===== src/rtl/regfile_operand_fetch_if.sv =====
// Request, operand and write-back channels between a fetch client and the operand-fetch sequencer.
interface regfile_operand_fetch_if #(
    parameter int unsigned DATA_W = 32,
    parameter int unsigned ADDR_W = 5
) ();
    logic              req_valid;
    logic              req_ready;
    logic [ADDR_W-1:0] req_rs1;
    logic [ADDR_W-1:0] req_rs2;
    logic              wb_valid;
    logic [ADDR_W-1:0] wb_addr;
    logic [DATA_W-1:0] wb_data;
    logic              op_valid;
    logic              op_ready;
    logic [DATA_W-1:0] op_a;
    logic [DATA_W-1:0] op_b;

    modport master (
        output req_valid, req_rs1, req_rs2, wb_valid, wb_addr, wb_data, op_ready,
        input  req_ready, op_valid, op_a, op_b
    );

    modport slave (
        input  req_valid, req_rs1, req_rs2, wb_valid, wb_addr, wb_data, op_ready,
        output req_ready, op_valid, op_a, op_b
    );
endinterface


===== src/rtl/regfile_operand_fetch.sv =====
// Two-operand fetch sequencer in front of a single-read-port register file, with
// write-back pass-through and same-cycle write forwarding into the captured operands.
module regfile_operand_fetch #(
    parameter int unsigned DATA_W   = 32,
    parameter int unsigned ADDR_W   = 5,
    parameter bit          ZERO_REG = 1'b0
) (
    input  logic                   clk,
    input  logic                   reset,
    regfile_operand_fetch_if.slave fetch,
    output logic                   rf_en,
    output logic                   rf_read,
    output logic [ADDR_W-1:0]      rf_selout,
    input  logic [DATA_W-1:0]      rf_out,
    output logic                   rf_write,
    output logic [ADDR_W-1:0]      rf_selin,
    output logic [DATA_W-1:0]      rf_inp
);
    typedef enum logic [1:0] {IDLE = 2'd0, RD_A = 2'd1, RD_B = 2'd2, HOLD = 2'd3} state_t;

    state_t            state, state_nxt;
    logic              accept, wb_hit, rd_zero;
    logic [DATA_W-1:0] cap_data;
    logic              req_ready_q, req_ready_d;
    logic              op_valid_q, op_valid_d;
    logic              rf_read_q, rf_read_d;
    logic              rf_en_q;
    logic [ADDR_W-1:0] rf_selout_q, rf_selout_d;
    logic [ADDR_W-1:0] rs2_q, rs2_d;
    logic [DATA_W-1:0] op_a_q, op_a_d;
    logic [DATA_W-1:0] op_b_q, op_b_d;

    assign accept   = (state == IDLE) && req_ready_q && fetch.req_valid;
    // rf_selout always names the register being read during RD_A/RD_B
    assign wb_hit   = fetch.wb_valid && (fetch.wb_addr == rf_selout_q);
    assign rd_zero  = ZERO_REG && (rf_selout_q == '0);
    assign cap_data = rd_zero ? '0 : (wb_hit ? fetch.wb_data : rf_out);

    // State register
    always_ff @(posedge clk or negedge reset) begin
        if (!reset) state <= IDLE;
        else        state <= state_nxt;
    end

    // Next-state logic
    always_comb begin
        state_nxt = state;
        case (state)
            IDLE:    if (accept) state_nxt = RD_A;
            RD_A:    state_nxt = RD_B;
            RD_B:    state_nxt = HOLD;
            HOLD:    if (fetch.op_ready) state_nxt = IDLE;
            default: state_nxt = IDLE;
        endcase
    end

    // Output logic: next values of the registered outputs
    always_comb begin
        req_ready_d = (state_nxt == IDLE);
        op_valid_d  = (state_nxt == HOLD);
        rf_read_d   = (state_nxt == RD_A) || (state_nxt == RD_B);
        rf_selout_d = rf_selout_q;
        rs2_d       = rs2_q;
        op_a_d      = op_a_q;
        op_b_d      = op_b_q;
        case (state)
            IDLE: if (accept) begin
                rf_selout_d = fetch.req_rs1;
                rs2_d       = fetch.req_rs2;
            end
            RD_A: begin
                op_a_d      = cap_data;
                rf_selout_d = rs2_q;
            end
            RD_B:    op_b_d = cap_data;
            default: ;
        endcase
    end

    // Output registers
    always_ff @(posedge clk or negedge reset) begin
        if (!reset) begin
            req_ready_q <= 1'b0;
            op_valid_q  <= 1'b0;
            rf_read_q   <= 1'b0;
            rf_en_q     <= 1'b0;
            rf_selout_q <= '0;
            rs2_q       <= '0;
            op_a_q      <= '0;
            op_b_q      <= '0;
        end else begin
            req_ready_q <= req_ready_d;
            op_valid_q  <= op_valid_d;
            rf_read_q   <= rf_read_d;
            rf_en_q     <= 1'b1;
            rf_selout_q <= rf_selout_d;
            rs2_q       <= rs2_d;
            op_a_q      <= op_a_d;
            op_b_q      <= op_b_d;
        end
    end

    assign fetch.req_ready = req_ready_q;
    assign fetch.op_valid  = op_valid_q;
    assign fetch.op_a      = op_a_q;
    assign fetch.op_b      = op_b_q;
    assign rf_en           = rf_en_q;
    assign rf_read         = rf_read_q;
    assign rf_selout       = rf_selout_q;

    // Write-back goes straight through; reset forces the write port quiet
    assign rf_write = reset && fetch.wb_valid && !(ZERO_REG && (fetch.wb_addr == '0));
    assign rf_selin = reset ? fetch.wb_addr : '0;
    assign rf_inp   = reset ? fetch.wb_data : '0;
endmodule

===== src/flat_wrapper.sv =====
// flat-port wrapper written by rule: the top's interface ports become plain ports
module regfile_operand_fetch_flat 
#(
    parameter int unsigned DATA_W   = 32,
    parameter int unsigned ADDR_W   = 5,
    parameter bit          ZERO_REG = 1'b0
)
  (clk, reset, rf_en, rf_read, rf_selout, rf_out, rf_write, rf_selin, rf_inp, fetch_req_valid, fetch_req_rs1, fetch_req_rs2, fetch_wb_valid, fetch_wb_addr, fetch_wb_data, fetch_op_ready, fetch_req_ready, fetch_op_valid, fetch_op_a, fetch_op_b);
  regfile_operand_fetch_if #(.DATA_W(DATA_W), .ADDR_W(ADDR_W)) fetch_i ();
  input  logic clk;
  input  logic reset;
  output logic rf_en;
  output logic rf_read;
  output logic [ADDR_W-1:0] rf_selout;
  input  logic [DATA_W-1:0] rf_out;
  output logic rf_write;
  output logic [ADDR_W-1:0] rf_selin;
  output logic [DATA_W-1:0] rf_inp;
  input wire logic [$bits(fetch_i.req_valid)-1:0] fetch_req_valid;
  input wire logic [$bits(fetch_i.req_rs1)-1:0] fetch_req_rs1;
  input wire logic [$bits(fetch_i.req_rs2)-1:0] fetch_req_rs2;
  input wire logic [$bits(fetch_i.wb_valid)-1:0] fetch_wb_valid;
  input wire logic [$bits(fetch_i.wb_addr)-1:0] fetch_wb_addr;
  input wire logic [$bits(fetch_i.wb_data)-1:0] fetch_wb_data;
  input wire logic [$bits(fetch_i.op_ready)-1:0] fetch_op_ready;
  output wire logic [$bits(fetch_i.req_ready)-1:0] fetch_req_ready;
  output wire logic [$bits(fetch_i.op_valid)-1:0] fetch_op_valid;
  output wire logic [$bits(fetch_i.op_a)-1:0] fetch_op_a;
  output wire logic [$bits(fetch_i.op_b)-1:0] fetch_op_b;
  assign fetch_i.req_valid = fetch_req_valid;
  assign fetch_i.req_rs1 = fetch_req_rs1;
  assign fetch_i.req_rs2 = fetch_req_rs2;
  assign fetch_i.wb_valid = fetch_wb_valid;
  assign fetch_i.wb_addr = fetch_wb_addr;
  assign fetch_i.wb_data = fetch_wb_data;
  assign fetch_i.op_ready = fetch_op_ready;
  assign fetch_req_ready = fetch_i.req_ready;
  assign fetch_op_valid = fetch_i.op_valid;
  assign fetch_op_a = fetch_i.op_a;
  assign fetch_op_b = fetch_i.op_b;
  regfile_operand_fetch #(.DATA_W(DATA_W), .ADDR_W(ADDR_W), .ZERO_REG(ZERO_REG)) u_core (.clk(clk), .reset(reset), .fetch(fetch_i), .rf_en(rf_en), .rf_read(rf_read), .rf_selout(rf_selout), .rf_out(rf_out), .rf_write(rf_write), .rf_selin(rf_selin), .rf_inp(rf_inp));
endmodule

===== config.mk =====
export PLATFORM = sky130hd
export DESIGN_NAME = regfile_operand_fetch_flat
export DESIGN_NICKNAME = d
export VERILOG_FILES = /design/src/rtl/regfile_operand_fetch_if.sv /design/src/rtl/regfile_operand_fetch.sv /design/src/flat_wrapper.sv
export SDC_FILE = /design/constraint.sdc
export NUM_CORES = 1
export LEC_CHECK = 0
export BUFFER_PORTS_ARGS = -buffer_cell sky130_fd_sc_hd__buf_2
export CAP_MARGIN = 20
export CORE_ASPECT_RATIO = 1.2
export CORE_MARGIN = 2
export CORE_UTILIZATION = 45
export CTS_CLUSTER_SIZE = 16
export DETAILED_ROUTE_END_ITERATION = 12
export MAX_ROUTING_LAYER = met4
export PLACE_DENSITY = 0.85
export SYNTH_ARGS = -nofsm -noshare
export SYNTH_HDL_FRONTEND = slang
export SYNTH_SLANG_ARGS = --single-unit

===== constraint.sdc =====
create_clock -name clk -period 2.1 [get_ports clk]
set_input_delay 0.21 -clock clk [delete_from_list [all_inputs] [get_ports clk]]
set_output_delay 0.21 -clock clk [all_outputs]
set_load 0.005 [all_outputs]

Word-level counts from Yosys, hierarchy flattened
Index checks and enable logic that the tools add are counted.
Cells by class
  equal/unequal tests: 8
  reductions and logical operators: 10
  mux-type cells: 8
Operators by type and width (count)
  32-bit 2-to-1 mux: 2
  5-bit 2-to-1 mux: 2
  5-bit one-hot mux with 2 select lines: 1
  2-bit == test (second input constant): 4
  2-bit one-hot mux with 4 select lines: 1
  5-bit == test: 1
  2-bit by 1-bit == test with 1-bit output (second input constant): 2
  1-bit logical AND: 4
  2-bit zero test: 2
  2-bit 2-to-1 mux: 2
  2-bit AND reduction: 2
  2-bit by 1-bit inequality test with 1-bit output (second input constant): 1
  2-bit nonzero test: 1
  1-bit logical OR: 1
Storage, ports and cells
  input port bits: 84
  logic and storage cells: 35
  flip-flop bits (word level): 80

Logic depth before layout (Yosys ltp)
  depth in word-level cells: 7
  depth in mapped cells: 6
  mapped depth without buffers: 4

Least setup slack after synthesis
No wires, ideal clock.
  kind: register to register
  start point: reg u_core.rf_selout_q[0], in the netlist u_core.rf_selout[0]
  end point: reg u_core.op_b_q[10], in the netlist u_core.fetch.op_b[10]
  buffers on the path: 1
  cell stages (with the launch flop): 6
  setup slack: 0.387 ns
  required time: 1.975 ns
  data arrival time: 1.588 ns
  cells stage by stage: dfrtp_1 xnor2_1 nand4_2 nor3_4 buf_6 mux2_2
On the way
  word-level cells in the longest chain between the ends: 3
Ends and longest elaborated chain
  start, declared: line regfile_operand_fetch.sv:28  | logic [ADDR_W-1:0] rf_selout_q, rf_selout_d;
  start signal, assigned: line regfile_operand_fetch.sv:96  | rf_selout_q <= rf_selout_d;
  5-bit == test: line regfile_operand_fetch.sv:35  | assign wb_hit = fetch.wb_valid && (fetch.wb_addr == rf_selout_q);
  1-bit logical AND: line regfile_operand_fetch.sv:35
  32-bit 2-to-1 mux: line regfile_operand_fetch.sv:37  | assign cap_data = rd_zero ? '0 : (wb_hit ? fetch.wb_data : rf_out);
  end signal, assigned: line regfile_operand_fetch.sv:99  | op_b_q <= op_b_d;
  end, declared: line regfile_operand_fetch.sv:31  | logic [DATA_W-1:0] op_b_q, op_b_d;
No other way between the ends.
A chain may end at the register's enable or synchronous reset.

Final worst setup path
  start point: reg u_core.rf_selout_q[0], in the netlist u_core.rf_selout[0]
  end point: reg u_core.op_b_q[12], in the netlist u_core.fetch.op_b[12]
The elaborated chain is that of the path after synthesis.

==> key figures <==
Outcome
  – Status: complete, no violations

Detailed routing
  – Per-cell routed wire length: 15.1 µm
  – Iteration-0 DRC Markers: about 110
  – DR pass1 iterations: 4
  – Final antenna-violating net count: 0
  – Via Count: 3455
  – Routed WL: roughly 10 mm
  – Via/cell ratio: around 5.0
  – DRC: 0

Floorplan
  – Initial Util: 0.458
  – Die Ht: around 110 µm
  – # IOs: 195
  – Core area: 8990 µm²
  – Core Rows: 38
  – Die Area: 9940 µm²
  – Die W: slightly above 90 µm

Clock tree
  – Inserted Clock Buffers: 9
  – Worst skew pair latency: 0.34 ns
  – Post-CTS setup buffers: 0
  – Clock sinks: 80
  – Clock-pin slew of the registers on the worst-case setup and hold paths: 0.08 ns
  – Longest Clk Path Bufs: 2
  – H-tree lvl count: 3
  – Clk root buf: clkbuf_8
  – CTS tree: yes

Setup path
  – Critical path endpoint category: register
  – Worst reg-to-reg setup slack: 0.22 ns
  – Crit Path Category: register to register
  – Reg-to-reg endpoint: u_core.fetch.op_b[12]$_DFFE_PN0P_
  – R2R cell count: 5
  – CP Max Fanout: 14
  – Critical path arrival: between 2 and 2.5 ns
  – CP Launch Type: register
  – Worst Setup SP: u_core.rf_selout[0]$_DFFE_PN0P_
  – WP data required: roughly 2.3 ns
  – RR Startpoint: u_core.rf_selout[0]$_DFFE_PN0P_

Yosys
  – Seq cells post-synth: 80
  – Sequential fraction of the synthesis area: 0.486
  – Post-synthesis cell area: slightly above 4000 µm²
  – Count of flip-flops with a built-in enable after synthesis: 0
  – Most common cell in the synthesized netlist: mux2_2
  – Mapped Avg Cell Area: ~11 µm²
  – Synth Flop Type: dfrtp_1
  – Yosys top cell area share: 0.486
  – Mapped Cells: 370
  – Synth area leader: dfrtp_1
  – Syn_nets: between 400 and 500
  – Yosys cell types: 22
  – Async S/R FF share, synth: 1.00
  – Yosys warning count: 0
  – Ranking of synthesized cells by area: dfrtp_1 (49%), mux2_2 (27%), nand2_1 (8.8%)
  – Most instantiated cells after synthesis: mux2_2 (99), nand2_1 (97), dfrtp_1 (80)

Power
  – Pleak: approximately 0.0029 µW
  – Power per cell area: between 1000 and 1500 nW/µm²
  – Peak VDD IR: between 700 and 800 µV

Placed design
  – Placed Area: around 5300 µm²
  – Placed cells: slightly below 700
  – Port Buf Inserts: 194
  – GP Congestion: 0.785
  – HPWL after DPL: 7.64 mm

STA
  – Slew Viols, Final: 0
  – Setup violations, final: 0
  – Relative slew slack: 0.664
  – Hold Violations, Final: 0
  – Layout Skew: between 0.009 and 0.01 ns
  – Setup TNS: 0 ns
  – RSZ-0062 raised after global routing: no
  – Min Tclk post-route: approximately 1.9 ns
  – Actual slew at the worst max-slew pin: between 0.5 and 0.6 ns
  – Period Utilization, post-route: 0.897
  – Hold_ws: roughly 0.093 ns
  – Max Freq: approximately 0.53 GHz

Global route
  – Total GRT Usage: 0.214
  – GRT Residual Overflow: 0
  – Vias in the first global route: about 3500
  – First-pass GRT wire length: 16.4 mm
  – Initial antenna violation count: 0
  – Pin count of the biggest net entering global routing: 43

Hold path
  – Hold Path Stages: 2
  – Worst min-delay path class: input port to register
  – Hold Crit Start: fetch_req_rs2[3]
  – Hold EP: u_core.rs2_q[3]$_DFFE_PN0P_

Run
  – Total of max-cap violations: 0

Layout
  – Fin area: between 5000 and 6000 µm²
  – Synth-to-Final Area Change: 34.5%
  – Final Net Count: 650
  – Non-Filler Instances: 691
  – Ratio of cells with drive above 1 in the final layout: 0.574
  – Final Util: 0.616
  – Diode count: 0
-- worst max-delay path by stage --
stage                                         to  slack (ns)
3_3_place_gp   u_core.fetch.op_b[13]$_DFFE_PN0P_        0.28
6_report       u_core.fetch.op_b[12]$_DFFE_PN0P_        0.22
3_5_place_dp   u_core.fetch.op_b[12]$_DFFE_PN0P_        0.23
2_1_floorplan  u_core.fetch.op_b[10]$_DFFE_PN0P_        0.39
5_1_grt        u_core.fetch.op_b[12]$_DFFE_PN0P_        0.13
4_1_cts        u_core.fetch.op_b[12]$_DFFE_PN0P_        0.21
-- stage by stage --
step           setup slack, ns  total power (µW)
6_report                 0.216              7530
5_1_grt                  0.133              8060
4_1_cts                  0.210              7610
3_5_place_dp             0.233              6090
3_3_place_gp             0.282              5900
2_1_floorplan            0.387              4760
-- cell type report --
type,instances,area [µm²]
fill,736,3450
inverter,1,3.75
tap,120,150
sequential,80,2000
multi-input combinational,266,1980
timing repair buffer,208,1130
clock inverter,6,130
clock buffer,10,138
-- registers in the layout, summed over array words and instances (netlist names) --
register                count
u_core.fetch.op_a          32
u_core.fetch.op_b          32
u_core.fetch.op_valid       1
u_core.fetch.req_ready      1
u_core.rf_en                1
u_core.rf_read              1
u_core.rf_selout            5
u_core.rs2_q                5
u_core.state                2
-- critical path, stage by stage (launching register included) --
cell and delay (ns):
dfrtp_1 0.41, xnor2_1 0.23, nand4_2 0.21, nor3_4 0.28
buf_4 0.27, mux2_2 0.36
-- report_power, final --
part | switching [µW] | internal (µW)
clock | 552 | 939
combinational | 1430 | 1880
sequential | 418 | 2310
-- kinds of logic after synthesis --
kind of cell | count (synthesis) | synth area share
AND/OR/NAND/NOR | 148 | 0.170
multiplexers | 101 | 0.276
flip-flops | 80 | 0.486
buffers and inverters | 24 | 0.0346
AO/OA/AOI/OAI | 11 | 0.0216
XOR/XNOR | 5 | 0.0106
other | 1 | 0.000911
-- repair_timing --
item | CTS | global route
hold buffers | 1 | 0
endpoints found under the hold margin | 17 | 0
resized for setup | 0 | 0
-- routing by layer --
layer  share of wire  GRT usage
met1            0.38      0.237
met2            0.55      0.388
met3           0.061     0.0387
met4           0.013     0.0768
met5               0          -
-- placed cells by master, fill, tap and decap left out, types with 2 or more instances in the layout --
| cell | instances |
|---|---|
| nor3_4 | 2 |
| clkinv_2 | 2 |
| xnor2_1 | 5 |
| buf_2 | 193 |
| dfrtp_1 | 80 |
| mux2_2 | 99 |
| and2_1 | 38 |
| bufinv_16 | 4 |
| clkbuf_8 | 10 |
| buf_4 | 10 |
| a21o_1 | 5 |
| and3_1 | 2 |
| mux2_1 | 2 |
| a22o_1 | 5 |
| nor2_1 | 4 |
| nand2_1 | 97 |
| buf_12 | 4 |
Note: power is estimated with default switching activity, not from simulation.
